File: src/rtl/mac8_accum_pipe_pkg.sv
// Shared constants and stage types for the pipelined 8-bit multiply-accumulate block.
package mac8_accum_pipe_pkg;

    localparam int ACC_W_DEF = 24;
    localparam int CNT_W_DEF = 8;
    localparam int PROD_W    = 16;

    typedef struct packed {
        logic [7:0] a;
        logic [7:0] b;
        logic       last;
        logic       valid;
    } s1_t;

endpackage

File: src/rtl/mac8_accum_pipe_mult.sv
// Combinational 8x8 unsigned multiplier: sum of shifted partial products.
module multiplier_8bits_version12 (
    input  logic [7:0]  a,
    input  logic [7:0]  b,
    output logic [15:0] p
);

    logic [15:0] pp [8];

    genvar gi;
    generate
        for (gi = 0; gi < 8; gi++) begin : g_pp
            assign pp[gi] = b[gi] ? (16'({8'd0, a}) << gi) : 16'd0;
        end
    endgenerate

    always_comb begin
        p = '0;
        for (int i = 0; i < 8; i++) begin
            p = p + pp[i];
        end
    end

endmodule

File: src/rtl/mac8_accum_pipe.sv
// Three-stage MAC: operand register, product register, frame accumulator with
// a valid/ready result port. Every stage freezes while a result is back-pressured.
module mac8_accum_pipe
    import mac8_accum_pipe_pkg::*;
#(
    parameter int ACC_W = ACC_W_DEF,
    parameter int CNT_W = CNT_W_DEF
) (
    input  logic             clk,
    input  logic             rst,
    input  logic             in_valid,
    output logic             in_ready,
    input  logic [7:0]       in_a,
    input  logic [7:0]       in_b,
    input  logic             in_last,
    output logic             out_valid,
    input  logic             out_ready,
    output logic [ACC_W-1:0] out_acc,
    output logic [CNT_W-1:0] out_count,
    output logic             out_ovf
);

    s1_t               s1_reg;
    logic [PROD_W-1:0] prod;
    logic [PROD_W-1:0] s2_prod_reg;
    logic              s2_last_reg;
    logic              s2_valid_reg;
    logic [ACC_W-1:0]  acc_reg;
    logic [CNT_W-1:0]  cnt_reg;
    logic              ovf_reg;

    logic              stall;
    logic [ACC_W:0]    sum_next;
    logic [CNT_W-1:0]  cnt_next;
    logic              ovf_next;

    assign stall    = out_valid & ~out_ready;
    assign in_ready = ~stall;

    multiplier_8bits_version12 u_mult (
        .a (s1_reg.a),
        .b (s1_reg.b),
        .p (prod)
    );

    // One extra bit on the sum captures the carry that feeds the sticky overflow.
    assign sum_next = {1'b0, acc_reg} + {{(ACC_W + 1 - PROD_W){1'b0}}, s2_prod_reg};
    assign cnt_next = (&cnt_reg) ? cnt_reg : cnt_reg + CNT_W'(1);
    assign ovf_next = ovf_reg | sum_next[ACC_W];

    always_ff @(posedge clk) begin
        if (rst) begin
            s1_reg       <= '0;
            s2_prod_reg  <= '0;
            s2_last_reg  <= 1'b0;
            s2_valid_reg <= 1'b0;
            acc_reg      <= '0;
            cnt_reg      <= '0;
            ovf_reg      <= 1'b0;
            out_valid    <= 1'b0;
            out_acc      <= '0;
            out_count    <= '0;
            out_ovf      <= 1'b0;
        end else if (!stall) begin
            s1_reg.a     <= in_a;
            s1_reg.b     <= in_b;
            s1_reg.last  <= in_last;
            s1_reg.valid <= in_valid & in_ready;

            s2_prod_reg  <= prod;
            s2_last_reg  <= s1_reg.last;
            s2_valid_reg <= s1_reg.valid;

            // Not stalled means any held result is being taken this cycle.
            out_valid <= 1'b0;
            if (s2_valid_reg) begin
                if (s2_last_reg) begin
                    out_acc   <= sum_next[ACC_W-1:0];
                    out_count <= cnt_next;
                    out_ovf   <= ovf_next;
                    out_valid <= 1'b1;
                    acc_reg   <= '0;
                    cnt_reg   <= '0;
                    ovf_reg   <= 1'b0;
                end else begin
                    acc_reg   <= sum_next[ACC_W-1:0];
                    cnt_reg   <= cnt_next;
                    ovf_reg   <= ovf_next;
                end
            end
        end
    end

endmodule

File: config.mk
export PLATFORM = sky130hd
export DESIGN_NAME = mac8_accum_pipe
export DESIGN_NICKNAME = d
export VERILOG_FILES = /design/src/rtl/mac8_accum_pipe_pkg.sv /design/src/rtl/mac8_accum_pipe_mult.sv /design/src/rtl/mac8_accum_pipe.sv
export SDC_FILE = /design/constraint.sdc
export NUM_CORES = 1
export LEC_CHECK = 0
export BUFFER_PORTS_ARGS = -buffer_cell sky130_fd_sc_hd__buf_2
export CAP_MARGIN = 10
export CORE_ASPECT_RATIO = 1.4
export CORE_MARGIN = 3
export CORE_UTILIZATION = 40
export CTS_CLUSTER_DIAMETER = 200
export DETAILED_ROUTE_END_ITERATION = 6
export PLACE_DENSITY = 0.55
export SETUP_SLACK_MARGIN = 0.15
export SLEW_MARGIN = 20
export SYNTH_ARGS = -nofsm -noshare
export SYNTH_HDL_FRONTEND = slang
export SYNTH_SLANG_ARGS = --single-unit
File: constraint.sdc
create_clock -name clk -period 8.85 [get_ports clk]
set_input_delay 2.2125 -clock clk [delete_from_list [all_inputs] [get_ports clk]]
set_output_delay 2.2125 -clock clk [all_outputs]
set_load 0.01 [all_outputs]
==> impl_metrics.yaml, run 1 <==
place:
  gp_congestion: 0.837
  pre_cts_ws_ps: 3570
  port_buffers: 55
  post-place-cells: 993
  dp_hpwl_mm: 11.2
  place_area_um2: 7010
final_layout:
  fin_area_um2: 7270
  area_growth_pct: 9.99
  drive_gt1_share_pct: 10.8
  nNetsFinal: 913
  n_antenna_cell: 0
  final_cells: 1008
  final_util_pct: 45.0
global_route:
  grt_max_degree: 71
  track_usage_pct: 17.2
  grt.overflow.total: 0
  antenna_found_initial: 0
  grt_pass1_vias: 5468
  grt_pass1_wl_mm: 25.3
status:
  status: "complete, no violations"
detailed_routing:
  viasPerCell: 5.27
  num_vias: 5313
  routed-wl-met2_mm: 7.81
  drt-met1-wl_mm: 6.25
  dr.pass1.iters: 4
  drc: 0
  first_iter_violations: 201
  ant_nets: 0
  wire_per_inst_um: 14.6
  routed.top_layer: "met4"
  drt_wl_total_mm: 14.7
  wl_met3_um: 343
timing:
  fmax_mhz: 190
  fin_crit_ps: 5260
  worst_slack_ps: 3590
  worstMarginPinSlew_ps: 974
  maxSlewViolCount: 0
  setup_viol: 0
  grt_setup_unrepaired: "no"
  hold_viol_final: 0
  timing.final.crit_share_pct: 59.4
  maxSlewHeadroom_pct: 34.8
  fin_setup_tns_ps: 0
  fin_skew_ps: 11.6
clocking:
  worstSkewPairLatency_ps: 350
  post_cts_resized: 0
  cts_hold_buf: 0
  cts_tree: "built"
  ctsHtreeMaxLevel: 3
  cts.clk_slew.worst_paths_ps: 70
  cts_root_buf: "clkbuf_16"
  cts_setup_buffers: 0
  clock-sinks: 103
  clock_path_buffers: 2
  cts_buffers: 9
logic_synthesis:
  ys_seq_area_share_pct: 31.2
  synth.distinct_cells: 59
  syn-cell-area_um2: 6610
  synth_seq_cells: 103
  ys_warn_count: 0
  synthCells: 769
  syn-num-nets: 877
  async_reset_ff_share_pct: 0
  synth_edf_count: 0
  ys.flop_type: "dfxtp_1"
  synth.avg_cell_area_um2: 8.60
setup_path:
  r2r_start: "s1_reg[9]"
  critPathSlowestCell: "buf_4"
  crit_top_cell: "buf_2"
  worstSetupEndpointType: "output pin"
  arrival_ps: 3050
  worstSetupStartpoint: "out_ready"
  path_buf_inv: 4
  worstPathMaxFanout: 39
  critPathLaunchType: "input port"
  slowest_delay_ps: 360
  critical_path_class: "in2out"
  path_cells: "buf_2 > nor2b_2 > buf_4 > inv_1 > buf_2"
  critical_path.top_delay_family: "buffers and inverters"
  required_ps: 6640
pwr:
  p_clk_share_pct: 36.7
  p_int_mw: 0.721
  power.switching_mw: 0.272
  peakVddDrop_mv: 0.113
  p_seq_share_pct: 49.6
  power_frac_comb_pct: 13.7
  p_leak_nw: 3.29
  swShare_pct: 27.4
  power-per-cell-area_nw_per_um2: 137
floorplan:
  die_w_um: 115
  die_h_um: 158
  core_region_area_um2: 16200
  dieArea_um2: 18100
  io_pins: 56
  row_count: 55
  start_util_pct: 40.9
min_path:
  worstHoldStart: "out_count[5]"
  min_path_type: "reg2reg"
job:
  max-cap-violations: 0
final cells by class:
| cell class | count | area (um^2) |
|---|---|---|
| fillers | 1662 | 8900 |
| multi-input cells | 591 | 4230 |
| flip-flops and latches | 103 | 2060 |
| repair buffers | 61 | 320 |
| well taps | 199 | 249 |
| clock buffers | 10 | 229 |
| inverters | 39 | 146 |
| clock inverters | 5 | 36.3 |
routing by layer:
layer | vias up | GRT usage, %
met1 | 2526 | 18.7
met3 | 22 | 3.02
met4 | 0 | 5.60
met2 | 60 | 33.0
met5 | - | 0
li1 | 2705 | -
Yosys cell counts (all sizes together) (6+ instances only):
cell	count	area (um^2)
a211oi	7	52.6
a21oi	61	309
a22o	20	175
a22oi	11	82.6
a31oi	10	68.8
and2	52	325
and3	9	61.3
buf	10	82.6
clkbuf	26	97.6
dfxtp	103	2060
fa	39	781
ha	48	601
inv	39	146
nand2	127	477
nand3	14	70.1
nand3b	6	45.0
nor2	54	203
nor3	13	65.1
o21ai	35	175
or4	6	48.8
xnor2	19	166
xor2	11	96.3
through the flow:
step | power [mW] | hold WS (ps)
after floorplan | 0.605 | 432
after global placement | 0.637 | 430
after detailed placement | 0.640 | 441
after CTS | 1.01 | 456
after global routing | 1.05 | 477
final | 0.993 | 449
cell families (layout without fill, tap and decap cells):
group / count (synthesis) / after routing / synth area share, %
muxes: 5 / 5 / 0.757
xor gates and xnor gates: 30 / 30 / 3.97
buffers and inverters: 75 / 115 / 4.94
adders and majority gates: 87 / 87 / 20.9
and+or+nand+nor: 300 / 300 / 21.9
DFF: 103 / 103 / 31.2
AOI/OAI and AO/OA: 169 / 169 / 16.3
worst reg2reg max path, stage by stage (launching register included):
cell and delay, ps:
dfxtp_1 420, and2_1 240, fa_1 530, inv_1 50, fa_1 540, inv_1 60
fa_1 520, inv_1 50, fa_1 520, inv_1 40, ha_1 360, nand3_1 120
o211ai_1 130, o41ai_1 460, o21ai_0 200, xnor2_1 160, a211oi_1 220
path summary, 6_finish.rpt:
kind	depth (start not counted)	to	slack, ps
max	5	in_ready	3590
min	2	out_count[5]	450
max reg2reg	16	s2_prod_reg[15]	4140
min reg2reg	2	out_count[5]	450
layout by cell type, fill, tap and decap left out, types with 3 or more instances in the layout:
cell type / count
dfxtp_1: 103
nor2_1: 54
and3_1: 8
buf_4: 6
nand3_1: 14
and2_1: 52
nand3b_1: 6
a22o_1: 20
mux2i_1: 5
a22oi_1: 11
o21ai_0: 33
ha_1: 48
buf_2: 55
a31oi_1: 9
xnor2_1: 19
a21oi_1: 59
fa_1: 39
o211ai_1: 3
clkbuf_16: 9
o21a_1: 3
a211oi_1: 7
inv_1: 39
a21o_1: 4
nand2_1: 127
nor3_1: 13
or4_1: 5
or3_1: 3
xor2_1: 11
clkinvlp_4: 3
power groups by stage:
stage	Clock [mW]	Sequential (mW)	Combinational, mW
2_1_floorplan	0	0.496	0.109
3_3_place_gp	0	0.503	0.134
3_5_place_dp	0	0.503	0.136
4_1_cts	0.375	0.492	0.138
5_1_grt	0.392	0.494	0.160
6_report	0.364	0.492	0.136
(Power assumes the default switching activity.)
==> inputs of run 2 (changes only) <==
clock period = 5.37 ns   (was 8.85 ns; I/O delays follow)
==> run 2 against run 1 <==
Effect of this change: sequential power grew 64%; register-to-register slack lost 3300 ps; core utilization grew 0.24 points; largest power group unchanged; count of clock-buffer cells in the layout is the same; via count shrank 0.45%; non-clock buffer count grew 4.
==> impl_metrics.yaml, run 2 (same netlist as run 1, synthesis figures left out) <==
setup_path:
  reg2reg_depth: 13
  critical_path_class: "reg2reg"
  worstSetupEndpointType: "flip-flop"
  r2r_slack_ps: 800
  required_ps: 5630
  worstPathMaxFanout: 9
  critPathLaunchType: "flip-flop"
  arrival_ps: 4830
  r2r_start: "s1_reg[15]"
  reg2reg_to: "s2_prod_reg[15]"
place:
  port_buffers: 55
  dp_hpwl_mm: 11.7
  post-place-cells: 997
  gp_congestion: 0.868
detailed_routing:
  wl_met3_um: 332
  ant_nets: 0
  viasPerCell: 5.23
  drc: 0
  dr.pass1.iters: 4
  routed.top_layer: "met4"
  wire_per_inst_um: 15.1
  drt_wl_total_mm: 15.3
  num_vias: 5289
  routed-wl-met2_mm: 8.22
  first_iter_violations: 198
  drt-met1-wl_mm: 6.47
floorplan:
  io_pins: 56
  die_h_um: 158
  dieArea_um2: 18100
  core_region_area_um2: 16200
  die_w_um: 115
  start_util_pct: 40.9
  row_count: 55
min_path:
  worstHoldStart: "out_acc[16]"
  hold_depth: 2
  min_path_type: "reg2reg"
  min_to: "out_acc[16]"
timing:
  grt_setup_unrepaired: "no"
  setup_viol: 0
  hold_viol_final: 0
  timing.final.crit_share_pct: 85.1
  fmax_mhz: 219
  maxSlewHeadroom_pct: 38.4
  worstMarginPinSlew_ps: 920
  maxSlewViolCount: 0
  fin_setup_tns_ps: 0
  fin_skew_ps: 9.94
  fin_crit_ps: 4570
final_layout:
  n_antenna_cell: 0
  final_common_cell: "nand2_1"
  fillCellCount: 1623
  final_cells: 1012
  drive_gt1_share_pct: 11.2
  final_cell_mix: "nand2_1 (127), dfxtp_1 (103), a21oi_1 (59)"
  nNetsFinal: 917
  area_growth_pct: 10.6
clocking:
  cts_hold_buf: 0
  post_cts_resized: 0
  worstSkewPairLatency_ps: 350
  clock-sinks: 103
  cts_tree: "built"
  cts_setup_buffers: 0
  cts_buffers: 9
  cts_root_buf: "clkbuf_16"
  cts.clk_slew.worst_paths_ps: 70
  ctsHtreeMaxLevel: 3
  clock_path_buffers: 2
global_route:
  track_usage_pct: 17.9
  grt.overflow.total: 0
  antenna_found_initial: 0
  grt_max_degree: 43
  grt_pass1_vias: 5484
  grt_pass1_wl_mm: 26.0
pwr:
  p_leak_nw: 3.32
  power-per-cell-area_nw_per_um2: 227
  peakVddDrop_mv: 0.170
  finalPower_mw: 1.66
job:
  max-cap-violations: 0
status:
  status: "complete, no violations"
run 2: final cells by class:
cell class	count	area, um^2	share of cell area [%]
clock buffer	10	229	3.13
timing repair buffer	65	350	4.79
sequential	103	2060	28.2
inverter	39	146	2.00
multi-input combinational	591	4230	57.8
clock inverter	5	45.0	0.616
tap	199	249	3.41
run 2: power breakdown:
group	switching, mW	internal [mW]	total (mW)	leakage, nW
combinational	0.137	0.0917	0.228	2.35
clock	0.301	0.318	0.619	0.131
sequential	0.0234	0.785	0.808	0.837
run 2: layer usage:
layer,up-vias,global-route usage [%]
met5,-,0
met3,16,2.52
met2,61,34.3
met1,2496,19.7
li1,2716,-
met4,0,6.68
run 2: worst max-delay path by stage:
stage	startpoint	to	slack, ps
after floorplan	s1_reg[9]	s2_prod_reg[15]	1090
after global placement	s1_reg[12]	s2_prod_reg[15]	900
after detailed placement	s1_reg[12]	s2_prod_reg[15]	830
after CTS	s1_reg[12]	s2_prod_reg[15]	800
after global routing	s1_reg[10]	s2_prod_reg[15]	480
final	s1_reg[15]	s2_prod_reg[15]	800
run 2: worst max-delay path, stage by stage (launching register included):
cell      delay [ps]
dfxtp_1          530
and2_1           210
fa_1             450
fa_1             470
fa_1             490
ha_1             310
ha_1             230
fa_1             400
a21oi_1          240
o211ai_1         160
o41ai_1          430
o21ai_0          190
xnor2_1          150
a211oi_1         210
run 2: per-stage QoR:
stage / util, % / hold WS [ps] / instance area [um^2] / worst slack [ps]
floorplan: - / 432 / 6610 / 1090
global placement: 43.5 / 430 / 7040 / 896
detailed placement: 43.5 / 437 / 7040 / 829
CTS: 45.2 / 452 / 7310 / 803
global route: 45.2 / 479 / 7310 / 479
finish: 45.2 / 448 / 7310 / 799
